[src/rtl/frame_align_ctrl_if.sv]
// rtl/frame_align_ctrl_if.sv - Frame alignment controller status/control bundle
//
// Groups the alignment control and status signals of frame_align_ctrl.
//   start    : starts or restarts an alignment attempt (sampled every cycle)
//   frame    : word from the frame-channel deserializer
//   bitslip  : one-cycle slip pulse to all deserializers
//   locked   : alignment achieved
//   fail     : attempt exhausted without lock, sticky until start
//   busy     : search in progress
//   slip_cnt : slips issued in the current attempt
// master drives start/frame and observes status; slave is the controller side.
interface frame_align_ctrl_if #(
  parameter int WIDTH = 12
);
  logic             start;
  logic [WIDTH-1:0] frame;
  logic             bitslip;
  logic             locked;
  logic             fail;
  logic             busy;
  logic [7:0]       slip_cnt;

  modport master (
    output start, frame,
    input  bitslip, locked, fail, busy, slip_cnt
  );

  modport slave (
    input  start, frame,
    output bitslip, locked, fail, busy, slip_cnt
  );
endinterface

[src/rtl/frame_align_ctrl.sv]
// rtl/frame_align_ctrl.sv - Word-alignment controller for the ADC LVDS receive path
//
// Watches the frame-channel deserializer word and issues shared bitslip pulses
// until the word equals PATTERN, then monitors for sustained loss of lock and
// re-searches automatically.
// Ports:
//   clkdiv : divided clock, all logic on its rising edge
//   rst_n  : asynchronous active-low reset
//   bus    : frame_align_ctrl_if.slave (start, frame in; bitslip, locked,
//            fail, busy, slip_cnt out, all outputs registered)
module frame_align_ctrl #(
  parameter int               WIDTH       = 12,
  parameter logic [WIDTH-1:0] PATTERN     = 12'hFC0,
  parameter int               SLIP_WAIT   = 4,
  parameter int               MATCH_COUNT = 16,
  parameter int               MAX_SLIPS   = 12,
  parameter int               LOSS_COUNT  = 4
) (
  input  logic                clkdiv,
  input  logic                rst_n,
  frame_align_ctrl_if.slave   bus
);

  localparam int WW = $clog2(SLIP_WAIT + 1);
  localparam int MW = $clog2(MATCH_COUNT + 1);
  localparam int LW = $clog2(LOSS_COUNT + 1);

  typedef enum logic [2:0] {
    S_IDLE,
    S_WAIT,
    S_CHECK,
    S_SLIP,
    S_LOCKED,
    S_FAIL
  } state_t;

  state_t        state;
  logic [WW-1:0] wait_cnt;
  logic [MW-1:0] match_cnt;
  logic [LW-1:0] miss_cnt;
  logic          match;

  // Compared combinationally; the result only feeds state and counters.
  assign match = (bus.frame == PATTERN);

  always_ff @(posedge clkdiv or negedge rst_n) begin
    if (!rst_n) begin
      state        <= S_IDLE;
      wait_cnt     <= '0;
      match_cnt    <= '0;
      miss_cnt     <= '0;
      bus.bitslip  <= 1'b0;
      bus.locked   <= 1'b0;
      bus.fail     <= 1'b0;
      bus.busy     <= 1'b0;
      bus.slip_cnt <= 8'd0;
    end else begin
      // Pulse is only ever raised for the single cycle spent in SLIP.
      bus.bitslip <= 1'b0;
      if (bus.start) begin
        state        <= S_WAIT;
        wait_cnt     <= '0;
        match_cnt    <= '0;
        miss_cnt     <= '0;
        bus.locked   <= 1'b0;
        bus.fail     <= 1'b0;
        bus.busy     <= 1'b1;
        bus.slip_cnt <= 8'd0;
      end else begin
        case (state)
          S_IDLE: begin
          end

          // Deserializers need time to settle after start or a slip.
          S_WAIT: begin
            if (wait_cnt == WW'(SLIP_WAIT - 1)) begin
              state    <= S_CHECK;
              wait_cnt <= '0;
            end else begin
              wait_cnt <= wait_cnt + 1'b1;
            end
          end

          S_CHECK: begin
            if (match) begin
              if (match_cnt == MW'(MATCH_COUNT - 1)) begin
                state      <= S_LOCKED;
                match_cnt  <= '0;
                miss_cnt   <= '0;
                bus.locked <= 1'b1;
                bus.busy   <= 1'b0;
              end else begin
                match_cnt <= match_cnt + 1'b1;
              end
            end else if (bus.slip_cnt < 8'(MAX_SLIPS)) begin
              state       <= S_SLIP;
              match_cnt   <= '0;
              bus.bitslip <= 1'b1;
            end else begin
              state     <= S_FAIL;
              match_cnt <= '0;
              bus.fail  <= 1'b1;
              bus.busy  <= 1'b0;
            end
          end

          S_SLIP: begin
            state        <= S_WAIT;
            wait_cnt     <= '0;
            bus.slip_cnt <= bus.slip_cnt + 8'd1;
          end

          // Isolated bad words are tolerated; a run of LOSS_COUNT restarts the search.
          S_LOCKED: begin
            if (match) begin
              miss_cnt <= '0;
            end else if (miss_cnt == LW'(LOSS_COUNT - 1)) begin
              state        <= S_WAIT;
              wait_cnt     <= '0;
              match_cnt    <= '0;
              miss_cnt     <= '0;
              bus.locked   <= 1'b0;
              bus.busy     <= 1'b1;
              bus.slip_cnt <= 8'd0;
            end else begin
              miss_cnt <= miss_cnt + 1'b1;
            end
          end

          S_FAIL: begin
          end

          default: begin
            state <= S_IDLE;
          end
        endcase
      end
    end
  end

endmodule

[src/flat_wrapper.sv]
// flat-port wrapper written by rule: the top's interface ports become plain ports
module frame_align_ctrl_flat 
#(
  parameter int               WIDTH       = 12,
  parameter logic [WIDTH-1:0] PATTERN     = 12'hFC0,
  parameter int               SLIP_WAIT   = 4,
  parameter int               MATCH_COUNT = 16,
  parameter int               MAX_SLIPS   = 12,
  parameter int               LOSS_COUNT  = 4
)
  (clkdiv, rst_n, bus_start, bus_frame, bus_bitslip, bus_locked, bus_fail, bus_busy, bus_slip_cnt);
  frame_align_ctrl_if #(.WIDTH(WIDTH)) bus_i ();
  input  logic clkdiv;
  input  logic rst_n;
  input wire logic [$bits(bus_i.start)-1:0] bus_start;
  input wire logic [$bits(bus_i.frame)-1:0] bus_frame;
  output wire logic [$bits(bus_i.bitslip)-1:0] bus_bitslip;
  output wire logic [$bits(bus_i.locked)-1:0] bus_locked;
  output wire logic [$bits(bus_i.fail)-1:0] bus_fail;
  output wire logic [$bits(bus_i.busy)-1:0] bus_busy;
  output wire logic [$bits(bus_i.slip_cnt)-1:0] bus_slip_cnt;
  assign bus_i.start = bus_start;
  assign bus_i.frame = bus_frame;
  assign bus_bitslip = bus_i.bitslip;
  assign bus_locked = bus_i.locked;
  assign bus_fail = bus_i.fail;
  assign bus_busy = bus_i.busy;
  assign bus_slip_cnt = bus_i.slip_cnt;
  frame_align_ctrl #(.WIDTH(WIDTH), .PATTERN(PATTERN), .SLIP_WAIT(SLIP_WAIT), .MATCH_COUNT(MATCH_COUNT), .MAX_SLIPS(MAX_SLIPS), .LOSS_COUNT(LOSS_COUNT)) u_core (.clkdiv(clkdiv), .rst_n(rst_n), .bus(bus_i));
endmodule
[config.mk]
export PLATFORM = sky130hd
export DESIGN_NAME = frame_align_ctrl_flat
export DESIGN_NICKNAME = d
export VERILOG_FILES = /design/src/rtl/frame_align_ctrl_if.sv /design/src/rtl/frame_align_ctrl.sv /design/src/flat_wrapper.sv
export SDC_FILE = /design/constraint.sdc
export NUM_CORES = 1
export LEC_CHECK = 0
export CAP_MARGIN = 20
export CELL_PAD_IN_SITES_DETAIL_PLACEMENT = 0
export CELL_PAD_IN_SITES_GLOBAL_PLACEMENT = 2
export CORE_MARGIN = 5
export CORE_UTILIZATION = 30
export CTS_BUF_LIST = sky130_fd_sc_hd__clkbuf_8
export DETAILED_ROUTE_END_ITERATION = 7
export PLACE_DENSITY_LB_ADDON = 0.1
export SYNTH_ARGS = -nofsm -noshare
export SYNTH_HDL_FRONTEND = slang
export SYNTH_SLANG_ARGS = --single-unit
[constraint.sdc]
create_clock -name clkdiv -period 2.55 [get_ports clkdiv]
set_input_delay 0.3825 -clock clkdiv [delete_from_list [all_inputs] [get_ports clkdiv]]
set_output_delay 0.3825 -clock clkdiv [all_outputs]
set_load 0.02 [all_outputs]
Word-level counts from Yosys, hierarchy flattened
Cells that the tools add are included.

cells by class
  $add $sub $neg = 4
  mux-type cells = 50
  equal/unequal tests = 19
  magnitude comparators = 1
  reductions and logical operators = 14

operators with widths
  operator                                                    number
  two-way mux 3 bit                                           16
  two-way mux 5 bit                                           5
  two-way mux 8 bit                                           3
  two-way mux 1 bit                                           19
  one-hot mux 8 bit (2 select lines)                          1
  one-hot mux 3 bit (5 select lines)                          1
  AND reduction 3 bit                                         5
  AND reduction 5 bit                                         3
  equality test 12 bit, second input constant                 1
  equality test 3 x 2 -> 1 bit, second input constant         4
  != test 3 x 2 -> 1 bit, second input constant               4
  one-hot mux 5 bit (2 select lines)                          1
  one-hot mux 3 bit (3 select lines)                          1
  adder 8 x 1 -> 8 bit, second input constant                 1
  less-than comparator 8 x 4 -> 1 bit, second input constant  1
  adder 3 x 1 -> 3 bit, second input constant                 2
  equality test 3 bit, second input constant                  2
  one-hot mux 3 bit (2 select lines)                          1
  nonzero test 3 bit                                          2
  adder 5 x 1 -> 5 bit, second input constant                 1
  equality test 5 x 4 -> 1 bit, second input constant         1
  != test 2 bit, second input constant                        2
  != test 4 x 3 -> 1 bit, second input constant               1
  != test 4 bit, second input constant                        1
  8 further kinds                                             9

word-level totals
  output and inout port bits = 12
  word-level logic and storage cells = 97
  input port bits = 15
  register bits = 26

Logic depth before layout (Yosys ltp)
Gate-level depths: netlist of run 1.

  depth in word-level cells = 5
  gate-level depth with buffers = 7

Worst setup path before layout of run 1
No wires, ideal clock.

  kind = input port to flip-flop
  start point = input port bus_frame[3]
  end point = register u_core.state[2]
  data required time = 2.425 ns
  buffers on the path = 0
  library setup time = 0.125 ns
  slack = 0.639 ns
  arrival = 1.786 ns
  stages on the path = 5
  path through = or4_4 o31a_4 nor2_4 nor3_2 mux2_4

between the ends
  longest elaborated chain between the ends = 4

RTL lines
  what                                RTL line                RTL
  start: declaration                  flat_wrapper.sv:16      input wire logic [$bits(bus_i.frame)-1:0] bus_frame;
  equality test 12 bit (*)            frame_align_ctrl.sv:44  assign match = (bus.frame == PATTERN);
  two-way mux 3 bit                   frame_align_ctrl.sv:85  if (match) begin
  one-hot mux 3 bit (5 select lines)  frame_align_ctrl.sv:70  case (state)
  two-way mux 3 bit                   frame_align_ctrl.sv:60  if (bus.start) begin
  end signal: assignment              frame_align_ctrl.sv:48  state <= S_IDLE;
  end signal: assignment              frame_align_ctrl.sv:61  state <= S_WAIT;
  end signal: assignment              frame_align_ctrl.sv:87  state <= S_LOCKED;
  end: declaration                    frame_align_ctrl.sv:37  state_t state;

Every way passes the cells marked *; elsewhere a longest branch is shown, timed or not.
A chain may end at the register's enable or synchronous reset.

Worst setup path in the final report of run 1
Ends and elaborated chain as after synthesis.

==> results.cfg, run 1 <==
[logic_synthesis]
syn_area_per_cell_um2 = 9.82
ys_async_sr_fraction_pct = 100
yosys_most_used_dff = dfrtp_1
synthCells = 154
syn-num-nets = 173
seq_area_frac_synth_pct = 43.0
yosys_warnings = 0
syn_area_um2 = 1510
synth-edff-count = 0
ys_types = 52
synth_seq_cells = 26

[die]
rows = 25
ios = 27
die_width_um = 81.0
dieArea_um2 = 6560
core_area_um2 = 4820
start_util_pct = 31.4
die_h_um = 81.0

[global_routing]
grt_use_total_pct = 13.4
grt_max_degree = 27
overflow = 0
grt_first_pass_wirelength_um = 6710
grt_pass1_vias = 1318
antenna_found_initial = 0

[setup_path]
cp_data_arrival_time_ns = 2.30
critPathSlowestCell = or4_4
critPathTopFamily = simple AND/OR/NAND/NOR gates
cp.required_ns = 2.72
max_stage_delay_ns = 0.57
worst-setup-path-type = in2reg
path_cells = clkdlybuf4s50_1 > or4_4 > o31a_4 > nor2_4 > nor3_2 > mux2_4
cp-start-kind = primary input
crit_fanout = 4
path_buf_inv = 1
cp-end-kind = flop

[timing]
fin_crit_sh_pct = 83.6
tightest_slew_ns = 0.594
skew_ns = 0.00625
tns_ns = 0
slew_viol_final = 0
fmax_ghz = 0.469
finalSetupViolCount = 0
hold_viol_final = 0
layout_min_cycle_time_ns = 2.13
rsz0062_at_grt = false
slew_headroom_pct = 60.3
finalWorstSetupSlack_ns = 0.419

[cells_and_area]
areaGrowthSynthToFinish_pct = 27.7
regArea_um2 = 651
fillers = 503
antennaDiodeCount = 0
drive_above_1_share_pct = 11.4
nets = 205
multi_input_area_um2 = 826

[detailed_routing]
ant_nets = 0
num_vias = 1298
wirelength_um = 4040
drt_pass1_iterations = 4
via_per_inst = 5.15
post_drt_wl_per_cell_um = 16.0
drt_first_iter_violations = 109
drc = 0

[clocking]
clk_latency_ns = 0.27
cts_max_level = 1
cts.reportedPaths.clkPinSlew_ns = 0.10
cts_tree = built
cts-resized-gates = 0
cts_buffers = 3
cts_buffer_depth = 2
post_cts_buffers = 0
postCtsHoldBufs = 0
clk_root_buffer_cell = clkbuf_8
cts.sinks = 26

[power]
powerDensity_nw_per_um2 = 502
power.leakage_nw = 0.832
worst_ir_drop_vdd_uv = 202

[run_status]
status = finished, final reports clean

[place]
numPortBuffers = 26
place.gp.congestion = 0.728
place_ws_ns = 0.129
place_hpwl_um = 3130

[flow_run]
max_cap_viol_count = 0

[min_path]
hp-class = in2async
[cell type report]
type / instances / share of cell area (%)
clock buffer: 4 / 2.85
inverter: 5 / 0.972
multi-input combinational: 119 / 42.7
sequential: 26 / 33.7
tap: 67 / 4.34
timing repair buffer: 31 / 15.4
[state kept, by name (all words and copies together) (netlist names)]
| name | count |
|---|---|
| u_core.match_cnt | 5 |
| u_core.state | 3 |
| u_core.wait_cnt | 3 |
| u_core.bus.locked | 1 |
| u_core.miss_cnt | 3 |
| u_core.bus.busy | 1 |
| u_core.bus.bitslip | 1 |
| u_core.bus.fail | 1 |
| u_core.bus.slip_cnt | 8 |
[synthesized netlist by cell type (all sizes together), types with 2 or more instances]
cell    count  area (µm²)
dfrtp      26         651
nor2       14        60.1
nand2      10        37.5
o21ai      10        65.1
a21oi       9        45.0
nor3        7        40.0
nand3       6        30.0
inv         5        18.8
a21o        4        30.0
and4        4        35.0
ha          4        50.1
o31ai       4        35.0
or3         4        25.0
xnor2       3        26.3
a32o        2        20.0
and3        2        12.5
buf         2        10.0
clkbuf      2        7.51
nand2b      2        12.5
nand4       2        12.5
nor2b       2        12.5
nor3b       2        20.0
nor4        2        12.5
o21a        2        15.0
o22ai       2        12.5
o311ai      2        17.5
or4         2        18.8
xor2        2        17.5
[worst reg2reg max path, delay by kind of cell, from the launching register on]
kind / cells / cell delay [ns]
mux: 1 / 0.31
flops: 1 / 0.52
simple gates: 4 / 1.14
[final timing paths]
check | end | cells after the start | slack, ns | start
worst min-delay path | u_core.wait_cnt[2] | 2 | 0.47 | rst_n
min in group clkdiv | u_core.match_cnt[4] | 1 | 0.49 | u_core.match_cnt[4]
worst max register to register | u_core.state[2] | 5 | 0.48 | u_core.state[1]
worst min register to register | u_core.match_cnt[4] | 1 | 0.49 | u_core.match_cnt[4]
worst max-delay path | u_core.state[2] | 6 | 0.42 | bus_frame[3]
max in group asynchronous | u_core.bus.slip_cnt[7] | 2 | 1.82 | rst_n
[power by group]
group | total, W | internal [W] | leakage (nW) | switching, W
logic | 0.000210 | 0.0000974 | 0.452 | 0.000113
clock network | 0.000278 | 0.000138 | 0.0288 | 0.000139
registers | 0.000482 | 0.000442 | 0.351 | 0.0000401
[cells in the final DEF (no fill, tap or decap), drive strengths merged, types with 5 or more instances in the layout]
master	count
a21oi	9
buf	5
clkdlybuf4s50	26
dfrtp	26
inv	5
nand2	10
nand3	6
nor2	14
nor3	7
o21ai	10
[metal layers]
metal  GRT usage, %  routed length [µm]
met1           18.2                1990
met5              0                   0
met3           2.33                 177
met4           3.55                  26
met2           21.9                1850
[logic make-up (layout without fill, tap and decap cells)]
| group | after synthesis | count (layout) | synth area share [%] |
|---|---|---|---|
| simple gates | 67 | 67 | 26.8 |
| flops | 26 | 26 | 43.0 |
| mux | 2 | 2 | 1.65 |
| compound gates | 41 | 41 | 19.9 |
| fa+ha+maj | 4 | 4 | 3.31 |
| xor+xnor | 5 | 5 | 2.90 |
| buf+inv | 9 | 40 | 2.40 |
[metrics by stage]
| step | total power (W) | instances | instance area, µm² | util, % | hold slack [ns] |
|---|---|---|---|---|---|
| final | 0.000970 | 252 | 1930 | 40.1 | 0.470 |
| after global routing | 0.00102 | 252 | 1930 | 40.1 | 0.505 |
| after CTS | 0.000987 | 252 | 1930 | 40.1 | 0.481 |
| after detailed placement | 0.000706 | 248 | 1880 | 39.0 | 0.470 |
| after global placement | 0.000704 | 248 | 1880 | 39.0 | 0.468 |
| after floorplan | 0.000605 | 154 | 1510 | - | 0.0869 |
Note: power is estimated with default switching activity, not from simulation.
==> inputs of run 2 (changes only) <==
- clock period: 2.55 -> 1.8 ns (I/O delays scaled with it)
==> results.cfg, run 2 (same netlist as run 1, synthesis figures left out) <==
[setup_path]
cp-start-kind = flop
cp_data_arrival_time_ns = 1.90
cp-end-kind = flop
r2r_start = u_core.state[0]
worst-setup-path-type = reg2reg
crit_fanout = 6
cp.required_ns = 1.96
crit_path_start = u_core.state[0]

[global_routing]
grt_max_degree = 27
overflow = 0
antenna_found_initial = 0
grt_pass1_vias = 1480
grt_busiest_layer = met2
met2_usage_pct = 23.4
grt_use_total_pct = 13.6
grtUsageMet3_pct = 2.44
grt_use_met1_pct = 17.6
grt_first_pass_wirelength_um = 6930

[cells_and_area]
areaGrowthSynthToFinish_pct = 45.4
final_cells = 281
final_common_cell = buf_4
largest_reg_flops = 8
layout_common_cells = 34 x buf_4, 24 x dfrtp_1, 17 x clkdlybuf4s50_1
fillers = 505
top_regs = u_core.bus.slip_cnt: 8 flops, u_core.match_cnt: 5 flops
nets = 234
regArea_um2 = 653
drive_above_1_share_pct = 28.5
design_area_um2 = 2200
top_register = u_core.bus.slip_cnt
multi_input_area_um2 = 885
antennaDiodeCount = 0

[die]
ios = 27
rows = 25
die_width_um = 81.0
die_h_um = 81.0
dieArea_um2 = 6560
core_area_um2 = 4820
start_util_pct = 31.4

[clocking]
cts_buffers = 3
postCtsHoldBufs = 0
cts_tree = built
cts_max_level = 1
cts.reportedPaths.clkPinSlew_ns = 0.10
clk_latency_ns = 0.27
cts.sinks = 26
clk_root_buffer_cell = clkbuf_8
cts_buffer_depth = 2

[min_path]
hp-class = in2async

[place]
place.gp.congestion = 0.804
place_hpwl_um = 3220
numPortBuffers = 26
post-place-cells = 275
place_area_um2 = 2080
place_ws_ns = -0.487

[flow_run]
max_cap_viol_count = 0

[power]
internal-power_w = 0.00100
power_switching_share_pct = 30.0
combPwrFrac_pct = 25.1
power.switching_w = 0.000428
sequentialPowerShare_pct = 48.0
worst_ir_drop_vdd_uv = 306
clkPwrFrac_pct = 26.9
power.leakage_nw = 1.00
powerDensity_nw_per_um2 = 650

[run_status]
status = finished, final reports clean

[timing]
slew_headroom_pct = 76.1
fin_crit_sh_pct = 97.0
skew_ns = 0.00504
layout_min_cycle_time_ns = 1.75
tightest_slew_ns = 0.353
slew_viol_final = 0
fmax_ghz = 0.573
finalSetupViolCount = 0
finalWorstSetupSlack_ns = 0.0545
tns_ns = 0
hold_viol_final = 0

[detailed_routing]
drt_pass1_iterations = 4
wirelength_um = 4230
drt_first_iter_violations = 50
via_per_inst = 5.07
num_vias = 1424
post_drt_wl_per_cell_um = 15.0
ant_nets = 0
drc = 0
run 2: cell types whose count changed in the layout (fill, tap and decap cells not counted), moves of 3 or more:
cell	delta
dlygate4sd2_1	+3
clkdlybuf4s15_1	+3
clkdlybuf4s50_1	-9
buf_4	+29
run 2: worst paths after layout:
kind                            cells after the start                endpoint  slack, ns
worst max-delay path                                6         u_core.state[2]       0.05
worst min-delay path                                2  u_core.bus.slip_cnt[3]       0.37
worst max register to register                      6         u_core.state[2]       0.05
worst min register to register                      1     u_core.match_cnt[4]       0.49
max in group asynchronous                           2         u_core.state[2]       1.14
min in group clkdiv                                 1     u_core.match_cnt[4]       0.49
run 2: power by group through the flow:
stage               Clock [W]  Sequential [W]  Combinational [W]
global placement            0        0.000690           0.000350
floorplan                   0        0.000698           0.000159
CTS                  0.000400        0.000682           0.000353
global route         0.000423        0.000698           0.000394
finish               0.000384        0.000686           0.000359
detailed placement          0        0.000690           0.000353
run 2: per-stage QoR:
step	total power, W	util [%]	hold slack, ns
2_1_floorplan	0.000857	-	-0.0256
3_3_place_gp	0.00104	43.2	0.469
3_5_place_dp	0.00104	43.2	0.479
4_1_cts	0.00144	44.9	0.385
5_1_grt	0.00152	45.7	0.423
6_report	0.00143	45.7	0.374
run 2: area by class of cell:
cell class                      count  share of cell area (%)
Multi-Input combinational cell    119                    40.2
Sequential cell                    26                    29.7
Timing Repair Buffer               60                    22.9
Tap cell                           67                    3.81
Clock buffer                        4                    2.50
Inverter                            5                   0.853
run 2: layer usage:
metal / share of wire, % / routed length [µm]
met4: 1.8 / 75
met1: 47 / 1970
met2: 47 / 2010
met5: 0 / 0
met3: 4.1 / 172
run 2: what timing repair did:
action,in CTS,in global routing
gates resized for setup,17,15
pin swaps,7,5
setup endpoints to repair,21,12
setup buffers,2,0
run 2: critical path, stage by stage (launching register included):
cell,delay (ns)
dfrtp_1,0.49
nor3b_2,0.27
nand2b_1,0.14
nor3_1,0.23
buf_4,0.17
nor3_4,0.04
mux2_4,0.30
==> inputs of run 3 (changes only) <==
- CTS_CLUSTER_SIZE: default -> 30
- SETUP_SLACK_MARGIN: default -> 0.2
==> results.cfg, run 3 (same netlist as run 1, synthesis figures left out) <==
[timing]
fin_crit_sh_pct = 94.1
finalSetupViolCount = 0
layout_min_cycle_time_ns = 1.69
finalWorstSetupSlack_ns = 0.106
hold_viol_final = 0
fmax_ghz = 0.590
hold_ws_ns = 0.367
tns_ns = 0
skew_ns = 0.00984
slew_headroom_pct = 70.5
slew_viol_final = 0
rsz0062_at_grt = true
tightest_slew_ns = 0.436

[clocking]
cts_buffer_depth = 2
cts_max_level = 1
postCtsHoldBufs = 0
clk_root_buffer_cell = clkbuf_8
cts.reportedPaths.clkPinSlew_ns = 0.10
cts_buffers = 3
clk_latency_ns = 0.28
cts_tree = built
cts.sinks = 26

[global_routing]
grt_use_total_pct = 13.9
grt_pass1_vias = 1523
grt_max_degree = 27
antenna_found_initial = 0
overflow = 0
grt_first_pass_wirelength_um = 7130

[place]
place_hpwl_um = 3210
place_ws_ns = -0.475
numPortBuffers = 26
post-place-cells = 275
place.gp.congestion = 0.806

[detailed_routing]
wl_met3_um = 170
ant_nets = 0
num_vias = 1477
drt_first_iter_violations = 39
met1_length_um = 1990
drc = 0
post_drt_wl_per_cell_um = 14.4
top_layer_used = met4
drt_pass1_iterations = 4
wirelength_um = 4230
route.met2.wl_um = 2020
via_per_inst = 5.02

[die]
ios = 27
rows = 25
dieArea_um2 = 6560
start_util_pct = 31.4
core_area_um2 = 4820
die_width_um = 81.0
die_h_um = 81.0

[setup_path]
path_buf_inv = 1
max_stage_delay_ns = 0.46
cp_data_arrival_time_ns = 1.86
timing.rr.end = u_core.bus.slip_cnt[2]
r2r_slack_ns = 0.14
path_cells = dlygate4sd2_1 > or4_4 > o31a_4 > nor2_4 > nor3_4 > mux2_4
crit_fanout = 4
critPathTopFamily = simple AND/OR/NAND/NOR gates
cp.required_ns = 1.96
critPathSlowestCell = or4_4
r2r_start = u_core.state[1]
cp-end-kind = flop
reg2reg_depth = 6
cp-start-kind = primary input
worst-setup-path-type = in2reg

[cells_and_area]
top_regs = u_core.bus.slip_cnt: 8 flops, u_core.match_cnt: 5 flops
areaGrowthSynthToFinish_pct = 57.7
final_cells = 294
drive_above_1_share_pct = 41.9
final_common_cell = buf_4
nets = 247
fillers = 501
antennaDiodeCount = 0
layout_common_cells = 41 x buf_4, 23 x dfrtp_1, 11 x nor2_1
largest_reg_flops = 8
top_register = u_core.bus.slip_cnt

[flow_run]
max_cap_viol_count = 0

[power]
power.leakage_nw = 1.14
worst_ir_drop_vdd_uv = 298
powerDensity_nw_per_um2 = 661

[min_path]
hp-class = in2async

[run_status]
status = finished, final reports clean
[run 3: cell types whose count changed in the layout (fill, tap and decap cells not counted), moves of 3 or more]
cell	delta
buf_6	+6
dlygate4sd2_1	+7
clkdlybuf4s15_1	-3
buf_2	+4
buf_4	+7
o21ai_0	-3
clkdlybuf4s50_1	-11
[run 3: power breakdown]
group | switching (W) | internal [W]
combinational | 0.000192 | 0.000195
sequential | 0.0000626 | 0.000628
clock | 0.000201 | 0.000298
total | 0.000456 | 0.00112
[run 3: per-layer routing]
layer,track usage [%],up-vias
met5,0,-
met4,3.89,0
met3,2.66,7
met2,23.6,32
met1,17.9,712
li1,-,726
[run 3: how the worst max path moves through the flow]
stage | startpoint | endpoint | slack, ns | depth (start not counted)
floorplan | bus_frame[3] | u_core.state[2] | 0.002 | 5
global placement | bus_frame[3] | u_core.state[2] | -0.46 | 6
detailed placement | bus_frame[3] | u_core.state[2] | -0.48 | 6
CTS | u_core.state[1] | u_core.bus.busy | 0.13 | 6
global route | u_core.miss_cnt[0] | u_core.state[2] | 0.07 | 6
finish | bus_frame[3] | u_core.state[2] | 0.11 | 6
[run 3: metrics by stage]
stage	area, µm²	utilization (%)	total power (W)
3_3_place_gp	2080	43.2	0.00104
2_1_floorplan	1510	-	0.000857
6_report	2390	49.5	0.00158
5_1_grt	2390	49.5	0.00166
3_5_place_dp	2080	43.2	0.00104
4_1_cts	2290	47.5	0.00156
[run 3: what timing repair did]
item | 4_1_cts | 5_1_grt
pin swaps | 16 | 7
gates cloned | 0 | 0
setup endpoints to repair | 33 | 26
resized for setup | 65 | 17
buffers inserted | 8 | 7
[run 3: area by class of cell]
cell class | count | area (µm²) | share of cell area [%]
Clock buffer | 3 | 41.3 | 1.73
Clock inverter | 1 | 30.0 | 1.26
Inverter | 5 | 18.8 | 0.787
Multi-Input combinational cell | 119 | 962 | 40.3
Sequential cell | 26 | 654 | 27.4
Tap cell | 67 | 83.8 | 3.51
Timing Repair Buffer | 73 | 596 | 25.0
